$ cat src/rtl/rsc_encoder.sv
// Rate-1/2 recursive systematic convolutional encoder, g0 = 1+D^2+D^3 (feedback), g1 = 1+D+D^3.
// Define RSC_ENC_TERMINATION_EN to append three trellis-termination pairs to every block.
module rsc_encoder #(
  parameter int unsigned KW = 13
) (
  input  logic          Clock,
  input  logic          Reset,
  input  logic          Start,
  input  logic [KW-1:0] BlockLen,
  input  logic          InBit,
  input  logic          InValid,
  output logic          InReady,
  output logic          OutSys,
  output logic          OutPar,
  output logic          OutTail,
  output logic          OutValid,
  input  logic          OutReady,
  output logic          Busy,
  output logic          Done
);

`ifdef RSC_ENC_TERMINATION_EN
  typedef enum logic [1:0] {StIdle, StData, StTail} state_e;
`else
  typedef enum logic [1:0] {StIdle, StData} state_e;
`endif

  state_e        r_state, w_state_nxt;
  logic [2:0]    r_s, w_s_nxt;  // [0] = s1 (newest), [2] = s3 (oldest)
  logic [KW-1:0] r_cnt, w_cnt_nxt;
  logic [KW-1:0] r_len, w_len_nxt;
  logic          r_sys, w_sys_nxt;
  logic          r_par, w_par_nxt;
  logic          r_tail, w_tail_nxt;
  logic          r_valid, w_valid_nxt;
  logic          r_last, w_last_nxt;
`ifdef RSC_ENC_TERMINATION_EN
  logic [1:0]    r_tcnt, w_tcnt_nxt;
`endif

  logic w_adv;
  logic w_a;

  // The output register can take a new pair when empty or being drained this cycle.
  assign w_adv = !r_valid || OutReady;
  assign w_a   = InBit ^ r_s[1] ^ r_s[2];

  always_comb begin
    w_state_nxt = r_state;
    w_s_nxt     = r_s;
    w_cnt_nxt   = r_cnt;
    w_len_nxt   = r_len;
    w_sys_nxt   = r_sys;
    w_par_nxt   = r_par;
    w_tail_nxt  = r_tail;
    w_last_nxt  = r_last;
    w_valid_nxt = r_valid && !OutReady;
`ifdef RSC_ENC_TERMINATION_EN
    w_tcnt_nxt  = r_tcnt;
`endif
    case (r_state)
      StIdle: begin
        if (Start && (BlockLen != '0)) begin
          w_state_nxt = StData;
          w_s_nxt     = 3'b000;
          w_cnt_nxt   = '0;
          w_len_nxt   = BlockLen;
        end
      end
      StData: begin
        if (InValid && w_adv) begin
          w_sys_nxt   = InBit;
          w_par_nxt   = w_a ^ r_s[0] ^ r_s[2];
          w_tail_nxt  = 1'b0;
          w_valid_nxt = 1'b1;
          w_last_nxt  = 1'b0;
          w_s_nxt     = {r_s[1], r_s[0], w_a};
          w_cnt_nxt   = r_cnt + KW'(1);
          if (r_cnt == r_len - KW'(1)) begin
`ifdef RSC_ENC_TERMINATION_EN
            w_state_nxt = StTail;
            w_tcnt_nxt  = 2'd0;
`else
            w_state_nxt = StIdle;
            w_last_nxt  = 1'b1;
`endif
          end
        end
      end
`ifdef RSC_ENC_TERMINATION_EN
      StTail: begin
        // Feeding u = s2^s3 forces the feedback bit to zero, flushing the register.
        if (w_adv) begin
          w_sys_nxt   = r_s[1] ^ r_s[2];
          w_par_nxt   = r_s[0] ^ r_s[2];
          w_tail_nxt  = 1'b1;
          w_valid_nxt = 1'b1;
          w_last_nxt  = 1'b0;
          w_s_nxt     = {r_s[1], r_s[0], 1'b0};
          w_tcnt_nxt  = r_tcnt + 2'd1;
          if (r_tcnt == 2'd2) begin
            w_state_nxt = StIdle;
            w_last_nxt  = 1'b1;
          end
        end
      end
`endif
      default: w_state_nxt = StIdle;
    endcase
  end

  always_ff @(posedge Clock) begin
    if (Reset) begin
      r_state <= StIdle;
      r_s     <= 3'b000;
      r_cnt   <= '0;
      r_len   <= '0;
      r_sys   <= 1'b0;
      r_par   <= 1'b0;
      r_tail  <= 1'b0;
      r_valid <= 1'b0;
      r_last  <= 1'b0;
`ifdef RSC_ENC_TERMINATION_EN
      r_tcnt  <= 2'd0;
`endif
    end else begin
      r_state <= w_state_nxt;
      r_s     <= w_s_nxt;
      r_cnt   <= w_cnt_nxt;
      r_len   <= w_len_nxt;
      r_sys   <= w_sys_nxt;
      r_par   <= w_par_nxt;
      r_tail  <= w_tail_nxt;
      r_valid <= w_valid_nxt;
      r_last  <= w_last_nxt;
`ifdef RSC_ENC_TERMINATION_EN
      r_tcnt  <= w_tcnt_nxt;
`endif
    end
  end

  assign InReady  = (r_state == StData) && w_adv;
  assign Busy     = (r_state != StIdle);
  assign Done     = r_valid && OutReady && r_last;
  assign OutSys   = r_sys;
  assign OutPar   = r_par;
  assign OutTail  = r_tail;
  assign OutValid = r_valid;

endmodule

$ cat config.mk
export PLATFORM = sky130hd
export DESIGN_NAME = rsc_encoder
export DESIGN_NICKNAME = d
export VERILOG_FILES = /design/src/rtl/rsc_encoder.sv
export SDC_FILE = /design/constraint.sdc
export NUM_CORES = 1
export LEC_CHECK = 0
export CELL_PAD_IN_SITES_DETAIL_PLACEMENT = 1
export CELL_PAD_IN_SITES_GLOBAL_PLACEMENT = 1
export CORE_MARGIN = 4
export CORE_UTILIZATION = 40
export CTS_CLUSTER_DIAMETER = 80
export DETAILED_ROUTE_END_ITERATION = 16
export DONT_BUFFER_PORTS = 1
export MAX_ROUTING_LAYER = met4
export PLACE_DENSITY_LB_ADDON = 0.3
export SYNTH_ARGS = -nofsm -noshare
export SYNTH_HDL_FRONTEND = slang
export SYNTH_SLANG_ARGS = --single-unit
$ cat constraint.sdc
create_clock -name Clock -period 5.6 [get_ports Clock]
set_input_delay 1.12 -clock Clock [delete_from_list [all_inputs] [get_ports Clock]]
set_output_delay 1.12 -clock Clock [all_outputs]
set_load 0.02 [all_outputs]
* Word level (Yosys, flattened, before mapping)
Index checks and enable logic that the tools add are counted.
Word-level totals: flip-flop bits (word level) 35, bits in latches 0, memory bits (writable) 0, memory bits (read-only) 0, output and inout port bits 7, logic and storage cells 49, memories kept 0
Operators by class: add/sub/neg operators 2, multipliers 0, divide/modulo/power cells 0, order comparisons 0, equal/unequal tests 5, shift-type cells 0, mux-type cells 13, bitwise operators 4, reduce and logical (&&, ||, !) cells 17
Operators with widths (number):
- 13-bit two-way mux | 2
- 13-bit one-hot mux with 2 select lines | 1
- 13-bit by 1-bit adder with 13-bit output (second input constant) | 1
- 13-bit equality test | 1
- 13-bit nonzero test | 1
- 13-bit by 1-bit subtractor with 13-bit output (second input constant) | 1
- 1-bit logical AND | 6
- 2-bit two-way mux | 3
- 3-bit two-way mux | 2
- 2-bit inequality test (second input constant) | 3
- 3-bit one-hot mux with 2 select lines | 1
- 3-bit AND reduction | 2
- 2-bit one-hot mux with 2 select lines | 1
- 2-bit AND reduction | 2
- 2-bit nonzero test | 2
- 1-bit bitwise XOR | 4
- 1-bit two-way mux | 3
- 2-bit by 1-bit equality test with 1-bit output (second input constant) | 1
- 1-bit logical NOT | 2
- 2-bit logical NOT | 1
- 1-bit logical OR | 1

* Longest topological paths before layout
Gate-level depths: netlist of run 1.
word-level depth 5, gate-level depth with buffers 8

* Worst setup path before layout of run 1
OpenSTA, ideal clock, no wires.
path kind input -> register, start point input port BlockLen[7], end point register r_len[10], setup time 128 ps, data arrival time 2710 ps, required time 5472 ps, slack 2762 ps, stages on the path 7, cell sequence nor3_1 > a41oi_1 > nor2b_1 > clkbuf_1 > buf_1 > mux2i_1 > nor2_1
On the way: cells in the longest elaborated chain, start to end 3
RTL lines:
- start: declaration | RTL line 9 | input logic [KW-1:0] BlockLen,
- 13-bit nonzero test | RTL line 63 | if (Start && (BlockLen != '0)) begin
- 1-bit logical AND | RTL line 63
- 2-bit AND reduction (no line)
- end signal: assignment | RTL line 130 | r_len <= w_len_nxt;
- end: declaration | RTL line 31 | logic [KW-1:0] r_len, w_len_nxt;
Every way passes these cells. A chain may end at the register's enable or synchronous reset.

* Final worst setup path of run 1
start point input port OutReady, end point register r_cnt[5]
On the way: cells in the longest elaborated chain, start to end 4
RTL lines:
- start: declaration | RTL line 17 | input logic OutReady,
- 1-bit logical OR | RTL line 45 | assign w_adv = !r_valid || OutReady;
- 1-bit logical AND | RTL line 71 | if (InValid && w_adv) begin
- 2-bit inequality test (no line)
- 3-bit AND reduction (no line)
- end signal: assignment | RTL line 129 | r_cnt <= w_cnt_nxt;
- end: declaration | RTL line 30 | logic [KW-1:0] r_cnt, w_cnt_nxt;
Every way passes these cells.

==> qor.csv, run 1 <==
metric,value,unit
routed_via_density,5.52,
arrival,3.01,ns
crit_type,input port to flip-flop,
post-route-util,44.4,%
cp_max_fo,14,
synth_fa_ha_area_share,1.35,%
dpl_cell_area,0.00188,mm2
clock-root-buffer,clkbuf_8,
synth_warnings,0,
grt_max_degree,26,
cts_sinks,34,
syn2layout_area_growth,5.52,%
first_global_vias,1528,
ios,26,
nFillCells,546,
coreArea,0.00441,mm2
dp_hpwl,3320,um
antenna-diode-count,0,
setup_violations,0,
yosysSeqAreaShare,36.6,%
synth_area_per_cell,8.22,um2
first_pass_iters,4,
final_nets,243,
finClkSkew,0.00390,ns
ctsResizeCount,0,
synth.area.mux_share,6.46,%
clkTransAtPathRegs,0.07,ns
peakVddDrop,119,uV
cp-start-kind,input port,
period_minus_slack,2.80,ns
postCtsSetupBuffers,0,
setup_tns,0,ns
yosys.area.top_type,dfxtp_1,
syn_area,0.00186,mm2
drcViolationCount,0,
syn-num-nets,247,
multi_input_area,0.00110,mm2
rsz0062_at_grt,false,
synth-compound-area-share,13.3,%
ant_nets,0,
power.density,257,mW/mm2
p_leak,0.721,nW
cts_hold_buf,0,
cap_violations,0,
synthXorXnorAreaFrac,12.3,%
synth.top_cell.area_share,36.6,%
final_cell_mix,"34 x dfxtp_1, 34 x nor2_1, 17 x nand2_1, 14 x xor2_1, 13 x a21oi_1",
cts_buffers,5,
synth_top_family_by_area,simple AND/OR/NAND/NOR gates,
routed_wl,4350,um
crit_path_end_kind,flip-flop,
fmax,358,MHz
synth_cell_types,42,
required,5.81,ns
antenna_found_initial,0,
grt_pass1_wl,7610,um
tightest_slew,0.892,ns
clk_latency,0.28,ns
die_y,76.2,um
gp_congestion,0.778,
slew_viol_final,0,
cts_max_level,2,
ys_ff_latch,34,
initial_core_util,42.1,%
regArea,681,um2
clockBufferDepth,2,
wl_per_cell,15.9,um
dieArea,0.00580,mm2
min_period_over_period,49.9,%
finalInstanceArea,0.00196,mm2
synth-simple-area-share,25.5,%
row_count,24,
drive_gt1_share,5.41,%
status,"finished, final reports clean",
synth_area_leaders,"dfxtp_1 37%, nor2_1 6.9%, xor2_1 6.6%",
cts_tree,yes,
slew_headroom,40.4,%
netlist_instances,226,
grt_overflow,0,
num_vias,1512,
die_w,76.2,um
hold_violations,0,
gr-usage-all-layers,16.2,%
min_path_type,flip-flop to flip-flop,
portBuffers,0,
drtIter0Drc,82,
-- state kept, by name, summed over array words and instances (netlist names) --
signal,cells
OutPar,1
OutSys,1
OutValid,1
r_cnt,13
r_last,1
r_len,13
r_s,3
r_state,1
-- layer usage --
layer  global-route usage, %  vias to the layer above  routed length (um)
met2                    24.4                       19                1990
met5                       -                        -                   0
li1                        -                      774                   -
met1                    21.6                      713                2160
met3                    4.49                        6                 154
met4                    3.67                        0                  38
-- report_power, final --
part	total, mW	switching (mW)	leakage [nW]	internal, mW
Combinational	0.0717	0.0378	0.401	0.0340
Clock	0.169	0.0859	0.0438	0.0833
Sequential	0.262	0.0130	0.277	0.249
-- cell families after synthesis --
family / count (synthesis)
AO/OA/AOI/OAI: 36
XOR/XNOR: 26
adder cells (fa/ha/maj): 2
buffers and inverters: 20
flip-flops: 34
multiplexers: 12
other: 1
AND/OR/NAND/NOR: 95
-- through the flow --
| stage | cells | worst slack [ns] | hold WS [ns] | total power, mW |
|---|---|---|---|---|
| finish | 274 | 2.80 | 0.494 | 0.503 |
| global route | 274 | 2.55 | 0.519 | 0.533 |
| CTS | 274 | 2.82 | 0.493 | 0.512 |
| detailed placement | 267 | 2.52 | 0.483 | 0.340 |
| global placement | 267 | 2.58 | 0.474 | 0.338 |
| floorplan | 226 | 2.76 | 0.457 | 0.329 |
-- cell type report --
cell class / count / share of cell area, %
Clock inverter: 2 / 0.511
Timing Repair Buffer: 1 / 0.383
Clock buffer: 5 / 3.51
Tap cell: 52 / 3.32
Multi-Input combinational cell: 172 / 56.0
Sequential cell: 34 / 34.7
Inverter: 8 / 1.53
-- cells in the mapped netlist --
cell	n
clkbuf_1	8
or3_1	6
nand4b_1	1
nor2_1	34
o21a_1	2
nor4_1	7
nand4_1	4
dfxtp_1	34
a41oi_1	1
nor2b_1	2
a2bb2oi_1	2
conb_1	1
nand3b_1	3
o2111ai_1	3
nand3_1	4
buf_4	1
o31ai_2	1
inv_1	8
or3b_2	1
nor4b_1	2
mux2i_1	12
nand2b_1	2
buf_1	1
nand2_1	17
xor2_1	14
a22oi_1	1
buf_2	2
and3_1	3
o21ai_0	5
nor3_1	4
o32ai_1	1
or2_1	2
a21oi_1	13
o21ai_1	3
ha_1	2
o31a_4	1
a21bo_1	1
a2111o_1	1
or4_1	2
a31oi_1	1
and2_1	1
xnor2_1	12
-- path summary, 6_finish.rpt --
kind / start / end / slack, ns / cells past startpoint
worst min-delay path: r_s[0] / r_s[0] / 0.49 / 2
worst min register to register: r_s[0] / r_s[0] / 0.49 / 2
worst max register to register: r_state[0] / r_cnt[5] / 3.05 / 5
worst max-delay path: OutReady / r_cnt[5] / 2.80 / 5
-- worst max-delay path, stage by stage --
cell      delay, ns
nand2b_1       0.13
nor2b_1        0.73
nand4_1        0.45
or3_1          0.44
a21oi_1        0.14
(Power assumes the default switching activity.)
==> run 2: changes to the inputs <==
clock period = 2.4 ns   (was 5.6 ns; I/O delays follow)
==> run 2 against run 1 <==
- critical path depth up 1
- clock power rose to 3.2 times the previous value
- via count up 6.2%
- first-iteration DRC count down 29%
- sequential share of layout area down 3.0 points
- power rose to 2.7 times the previous value
- clock skew up 0.0037 ns
- critical path type is now flip-flop to flip-flop
- critical endpoint is now r_state[0]
- largest power group unchanged
==> qor.csv, run 2 (synthesis gave the netlist of run 1 again) <==
metric,value,unit
status,"finished, final reports clean",
final_nets,259,
min_path_type,input port to flip-flop,
die_w,76.2,um
fmax,428,MHz
ios,26,
routed_wl,5010,um
coreArea,0.00441,mm2
clk_latency,0.29,ns
first_pass_iters,6,
ctsResizeCount,0,
syn2layout_area_growth,15.8,%
die_y,76.2,um
cp_max_fo,4,
multi_input_area,0.00112,mm2
crit_path_end_kind,flip-flop,
drive_gt1_share,14.2,%
power.internal,1.00,mW
grt_pass1_wl,8510,um
drtIter0Drc,58,
clockBufferDepth,2,
peakVddDrop,446,uV
dp_hpwl,3700,um
power.density,636,mW/mm2
ant_nets,0,
drcViolationCount,0,
finalInstanceArea,0.00215,mm2
hold_violations,0,
power_frac_clock,39.4,%
min_period_over_period,97.4,%
cts_buffers,5,
dieArea,0.00580,mm2
dpl_cell_area,0.00201,mm2
p_sw_share,26.8,%
holdPathStages,1,
gr-usage-all-layers,18.6,%
cp-start-kind,flip-flop,
final_cell_mix,"34 x nor2_1, 33 x dfxtp_1, 17 x nand2_1, 16 x buf_4, 14 x xor2_1",
first_global_vias,1718,
mostFrequentLayoutCell,nor2_1,
period_minus_slack,2.34,ns
crit_type,flip-flop to flip-flop,
required,2.59,ns
grt_max_degree,26,
pwr-share-seq,44.1,%
regArea,682,um2
finClkSkew,0.00761,ns
row_count,24,
finalNonFillerCells,291,
worstRegToRegCells,6,
switching_power,0.367,mW
initial_core_util,42.1,%
antenna_found_initial,0,
cts_hold_buf,0,
portBuffers,0,
top_regs,"r_cnt (13), r_len (13), r_s (3)",
cap_violations,0,
dp_cells,283,
routed_via_density,5.52,
cts_sinks,34,
nFillCells,530,
cts_tree,yes,
setup_violations,0,
slew_viol_final,0,
num_vias,1605,
cts_max_level,2,
grt_overflow,0,
arrival,2.53,ns
clkTransAtPathRegs,0.08,ns
setup_tns,0,ns
wl_per_cell,17.2,um
rsz0062_at_grt,false,
antenna-diode-count,0,
postCtsSetupBuffers,0,
gp_congestion,0.915,
clock-root-buffer,clkbuf_8,
combPwrFrac,16.6,%
p_leak,0.818,nW
run 2: worst paths after layout:
kind / start / endpoint / slack [ns]
worst min register to register: r_s[0] / r_s[0] / 0.50
worst max register to register: r_len[0] / r_state[0] / 0.06
worst min-delay path: Reset / OutPar / 0.25
worst max-delay path: r_len[0] / r_state[0] / 0.06
run 2: routing by layer:
layer  track usage, %  up-vias  wire length, um
met5                -        -                0
met4             5.94        0               58
met3             4.14        6              165
met2             30.4       21             2450
met1             22.6      772             2340
li1                 -      806                -
run 2: layout make-up:
type	count	area share, %
multi-input cells	172	52.1
flip-flops and latches	34	31.7
repair buffers	17	6.52
clock buffers	5	3.20
well taps	52	3.03
clock inverters	3	2.09
inverters	8	1.40
run 2: worst max-delay path, stage by stage (launching register included):
cell	delay [ns]
dfxtp_2	0.35
or4_4	0.54
o21a_1	0.20
or3_1	0.37
a21bo_1	0.20
a2111o_1	0.40
o21a_1	0.18
run 2: power by group through the flow:
| stage | sequential, mW | clock (mW) | combinational, mW |
|---|---|---|---|
| 2_1_floorplan | 0.614 | 0 | 0.154 |
| 3_3_place_gp | 0.616 | 0 | 0.207 |
| 3_5_place_dp | 0.616 | 0 | 0.214 |
| 4_1_cts | 0.602 | 0.548 | 0.218 |
| 5_1_grt | 0.606 | 0.569 | 0.250 |
| 6_report | 0.603 | 0.539 | 0.227 |
run 2: stage by stage:
| stage | worst slack (ns) | total power [mW] | util (%) | hold slack [ns] |
|---|---|---|---|---|
| 5_1_grt | 0.0143 | 1.43 | 48.7 | 0.237 |
| 4_1_cts | 0.0273 | 1.37 | 48.2 | 0.241 |
| 3_3_place_gp | 0.114 | 0.823 | 45.6 | 0.479 |
| 2_1_floorplan | 0.0896 | 0.768 | - | 0.457 |
| 3_5_place_dp | 0.0855 | 0.829 | 45.6 | 0.474 |
| 6_report | 0.0617 | 1.37 | 48.7 | 0.253 |
==> RTL edit 1 (settings of run 2) <==
Make the reset (`Reset`) asynchronous in one clocked block.
--- a/src/rtl/rsc_encoder.sv
+++ b/src/rtl/rsc_encoder.sv
@@ -111,3 +111,3 @@
 
-  always_ff @(posedge Clock) begin
+  always_ff @(posedge Clock or posedge Reset) begin
     if (Reset) begin
Behaviour: differs if Reset is asserted again (counterexample within 4 cycles, from zero or initial values and one cycle with Reset high); with Reset held inactive, the same outputs for 10 cycles.
==> RTL edit 1 against run 2 <==
Routed wire length fell by 7.3%; critical path type unchanged; cell count rose by 2.7%; synthesized area rose by 4.8%; setup slack improved by 0.14 ns; design area rose by 0.81%; sequential cell count did not move; synthesized cell count fell by 0.88%.
Power is not compared: it rests on default switching activity, and its combinational part moved more than twofold at a synthesized area within 25%.
==> RTL edit 1: results (changes against run 2) <==
WL met3=116 µm (was 165 µm); routed length on met1=2158 µm (was 2337 µm); total track usage=16.99% (was 18.55%); delay of the slowest cell on the worst path=0.48 ns (was 0.54 ns); Pre-antenna DRT Iters=4 (was 6); reg-to-reg endpoint=r_state[0] (unchanged); data arrival time of the critical path=2.38 ns (was 2.53 ns); FF-to-FF setup slack=0.20 ns (was 0.06 ns); GPL Wtd Cong=0.8385 (was 0.9152); # port buffers=0 (unchanged); met1 Resource Use GR=21.48% (was 22.60%); Hold Path Class=in -> async (was in -> reg); Yosys cell types=42 (unchanged); largest net degree at the start of global routing=35 (was 26); post-synthesis net count=245 (was 247); top area cells in the synthesized netlist=dfrtp_1 (44%), nand2_1 (11%), xnor2_1 (9.0%), xor2_1 (4.0%), nor2_1 (3.1%) (was dfxtp_1 (37%), nor2_1 (6.9%), xor2_1 (6.6%), mux2i_1 (6.5%), xnor2_1 (5.7%)); Post-synth top cells=nand2_1 (56), dfrtp_1 (34), xnor2_1 (20) (was dfxtp_1 (34), nor2_1 (34), nand2_1 (17)); Placement Cell Area=0.002059 mm² (was 0.002014 mm²); WS Path Type=reg -> reg (unchanged); per-cell routed wire length=15.54 µm (was 17.22 µm); R2R depth=8 (was 6); sequential area share after synthesis=43.70% (was 36.63%); H-Tree Depth=2 (unchanged); ys async rst share=100.0% (was 0%); status=finished, final reports clean (unchanged); GR Util met3=3.712% (was 4.137%); initial drt markers=70 (was 58); share of layout cells above drive strength 1=10.78% (was 14.23%); Min Hold Slack=0.1748 ns (was 0.2527 ns); f_max=0.4551 GHz (was 0.4277 GHz); GR Util met2=26.80% (was 30.39%); vias in the first global route=1623 (was 1718); hpwl dp=3476 µm (was 3698 µm); first-pass GRT wire length=7845 µm (was 8514 µm); Crit path max-delay family=simple AND/OR/NAND/NOR gates (was compound AO/OA/AOI/OAI gates); Setup Skew=0.005682 ns (was 0.007614 ns); vias=1543 (was 1605); R2R Path Start=r_len[0] (unchanged); Most used DFF post-synth=dfrtp_1 (was dfxtp_1); met2 WL=2289 µm (was 2449 µm)
==> RTL edit 1: cell families (layout without fill, tap and decap cells) <==
kind of cell,count (synthesis),after routing,synth area share [%]
other,1,1,0.1926
flip-flops,34,34,43.70
AND/OR/NAND/NOR,116,116,29.18
adder cells (fa/ha/maj),2,2,1.285
XOR/XNOR,29,29,13.05
buffers and inverters,16,24,3.728
AO/OA/AOI/OAI,26,26,8.869
==> RTL edit 1: per-stage QoR <==
step                      std cells  util, %
after global routing            299    45.91
after CTS                       299    45.91
final                           299    45.91
after global placement          291    43.60
after floorplan                 224        -
after detailed placement        291    43.60
==> RTL edit 1: layout make-up <==
type                       instances  area (µm²)
timing repair buffer              11       82.58
inverter                           5       18.77
tap                               67       83.83
clock inverter                     3       40.04
sequential                        34       850.8
multi-input combinational        174        1023
clock buffer                       5       68.82
fill                             558        2555
==> RTL edit 2 (config.mk and constraints of run 2) <==
Without the edit above. Build with the macro `RSC_ENC_TERMINATION_EN` defined.
--- a/src/rtl/rsc_encoder.sv
+++ b/src/rtl/rsc_encoder.sv
@@ -2,2 +2,4 @@
 // Define RSC_ENC_TERMINATION_EN to append three trellis-termination pairs to every block.
+`define RSC_ENC_TERMINATION_EN
+
 module rsc_encoder #(
Check against the original RTL: not equivalent (Yosys sat finds a counterexample within 4 cycles, from zero or initial values and one cycle with Reset high).
==> RTL edit 2 against run 2 <==
Design area grew 34%; largest cell class unchanged; critical endpoint unchanged; synthesized cell count rose by 39%; synthesized area increased by 36%; non-clock buffer count rose by 6; sequential cell count increased by 4; routed wire length increased by 40%; setup slack worse by 0.036 ns; power increased by 55%.
==> RTL edit 2: results (changes against run 2) <==
clock tree buffer depth=2 (unchanged); CTS clk-pin slew, worst paths=0.08 ns (about the same); FF-to-FF setup slack=0.03 ns (was 0.06 ns); # nets final=354 (was 259); ys async rst share=0% (unchanged); # port buffers=0 (unchanged); largest net degree at the start of global routing=27 (was 26); sequential area share after synthesis=30.17% (was 36.63%); Pre-antenna DRT Iters=4 (was 6); R2R depth=7 (was 6); Hold Path Class=in -> reg (unchanged); Max VDD drop=0.4334 mV (was 0.4463 mV); LEAKAGE=1.121 nW (was 0.8177 nW); pre-CTS setup slack=-0.04432 ns (was 0.08553 ns); GPL Wtd Cong=0.8779 (was 0.9152); fillers=752 (was 530); share of layout cells above drive strength 1=17.07% (was 14.23%); top area cells in the synthesized netlist=dfxtp_1 (30%), mux2i_1 (5.6%), xor2_1 (5.2%), nor2_1 (4.6%), ha_1 (4.0%) (was dfxtp_1 (37%), nor2_1 (6.9%), xor2_1 (6.6%), mux2i_1 (6.5%), xnor2_1 (5.7%)); Setup Skew=0.004821 ns (was 0.007614 ns); per-cell routed wire length=17.36 µm (was 17.22 µm); Largest regs=r_cnt (13), r_len (13), r_s (3) (unchanged); antenna violations before repair=0 (unchanged); delay of the slowest cell on the worst path=0.57 ns (was 0.54 ns); post-synthesis net count=342 (was 247); R2R Path Start=r_len[0] (unchanged); clock insertion delay at the later pin of the skew report=0.29 ns (about the same); first-pass GRT wire length=11700 µm (was 8514 µm); hold path depth=1 (unchanged); vias per std cell=5.806 (was 5.515); clk root buf=clkbuf_8 (unchanged); Crit path max-delay family=simple AND/OR/NAND/NOR gates (was compound AO/OA/AOI/OAI gates); Placement Cell Area=0.002694 mm² (was 0.002014 mm²); vias in the first global route=2412 (was 1718); Yosys cell types=62 (was 42); total track usage=19.91% (was 18.55%); reg-to-reg endpoint=r_state[0] (unchanged); WHS Endpoint=r_len[1] (was OutPar); H-Tree Depth=2 (unchanged); initial drt markers=64 (was 58); hpwl dp=5413 µm (was 3698 µm); CP max-delay cell=or4b_4 (was or4_4); CP max FO=5 (was 4); Post-synth top cells=dfxtp_1 (38), nor2_1 (31), nand2_1 (26) (was dfxtp_1 (34), nor2_1 (34), nand2_1 (17)); data arrival time of the critical path=2.60 ns (was 2.53 ns); yosys warns=0 (unchanged); status=finished, final reports clean (unchanged); endpoint type of the worst setup path=register (unchanged)
==> RTL edit 2: cell count changes in the layout (fill, tap and decap cells not counted), sizes merged, moves of 4 or more <==
cell / before / now
a21oi: 13 / 19
inv: 8 / 12
nand3: 4 / 15
o21ai: 8 / 12
or3: 6 / 1
and2: 1 / 6
buf: 17 / 23
nand4: 4 / 11
dfxtp: 34 / 38
and3: 3 / 10
nand2: 17 / 26
ha: 2 / 8
==> RTL edit 2: cell type report <==
| type | count | area share [%] |
|---|---|---|
| inverter | 13 | 1.699 |
| clock inverter | 2 | 0.4357 |
| sequential | 38 | 26.62 |
| clock buffer | 6 | 2.876 |
| timing repair buffer | 23 | 6.013 |
| multi-input combinational | 246 | 59.09 |
| tap | 75 | 3.268 |
==> RTL edit 2: worst max path at each step <==
stage | startpoint | to | slack, ns | cells past startpoint
2_1_floorplan | r_len[0] | r_state[0] | 0.01 | 9
3_3_place_gp | r_len[0] | r_tcnt[0] | 0.05 | 8
3_5_place_dp | r_len[0] | r_state[0] | -0.04 | 8
4_1_cts | r_len[0] | r_state[0] | 0.006 | 7
5_1_grt | r_len[0] | r_tcnt[0] | -0.12 | 7
6_report | r_len[0] | r_state[0] | 0.03 | 7
==> RTL edit 2: cell families after synthesis <==
kind of cell | Yosys count | share of synthesized area, %
buf+inv | 31 | 5.062
flops | 38 | 30.17
xor+xnor | 26 | 9.032
fa+ha+maj | 8 | 3.970
compound gates | 59 | 15.63
simple gates | 137 | 29.68
mux | 16 | 6.451
==> RTL edit 2: stage by stage <==
step / power, mW / hold slack, ns / utilization (%) / std cells / setup TNS (ns)
2_1_floorplan: 1.357 / 0.4456 / - / 315 / 0
3_3_place_gp: 1.575 / 0.4792 / 44.71 / 392 / 0
3_5_place_dp: 1.604 / 0.4781 / 44.71 / 392 / -0.06375
4_1_cts: 2.093 / 0.2334 / 46.43 / 400 / 0
5_1_grt: 2.273 / 0.2284 / 47.65 / 403 / -0.2034
6_report: 2.128 / 0.2408 / 47.65 / 403 / 0
==> RTL edit 2: repair_timing <==
action	CTS	global route
hold buffers	0	0
resized for setup	2	11
pin swaps	1	8
buffers inserted	0	3
endpoints found under the setup margin	2	8
==> RTL edit 2: report_power, final <==
| part | internal, mW | switching (mW) |
|---|---|---|
| Combinational | 0.384 | 0.502 |
| Clock | 0.231 | 0.245 |
| Sequential | 0.680 | 0.0857 |
| Total | 1.30 | 0.833 |
==> RTL edit 2: per-layer routing <==
metal / vias up / GRT usage (%) / share of wire (%)
li1: 1158 / - / -
met1: 1141 / 24.91 / 46
met2: 35 / 33.56 / 50
met3: 6 / 3.217 / 3.8
met4: 0 / 4.463 / 0.84
met5: - / - / 0
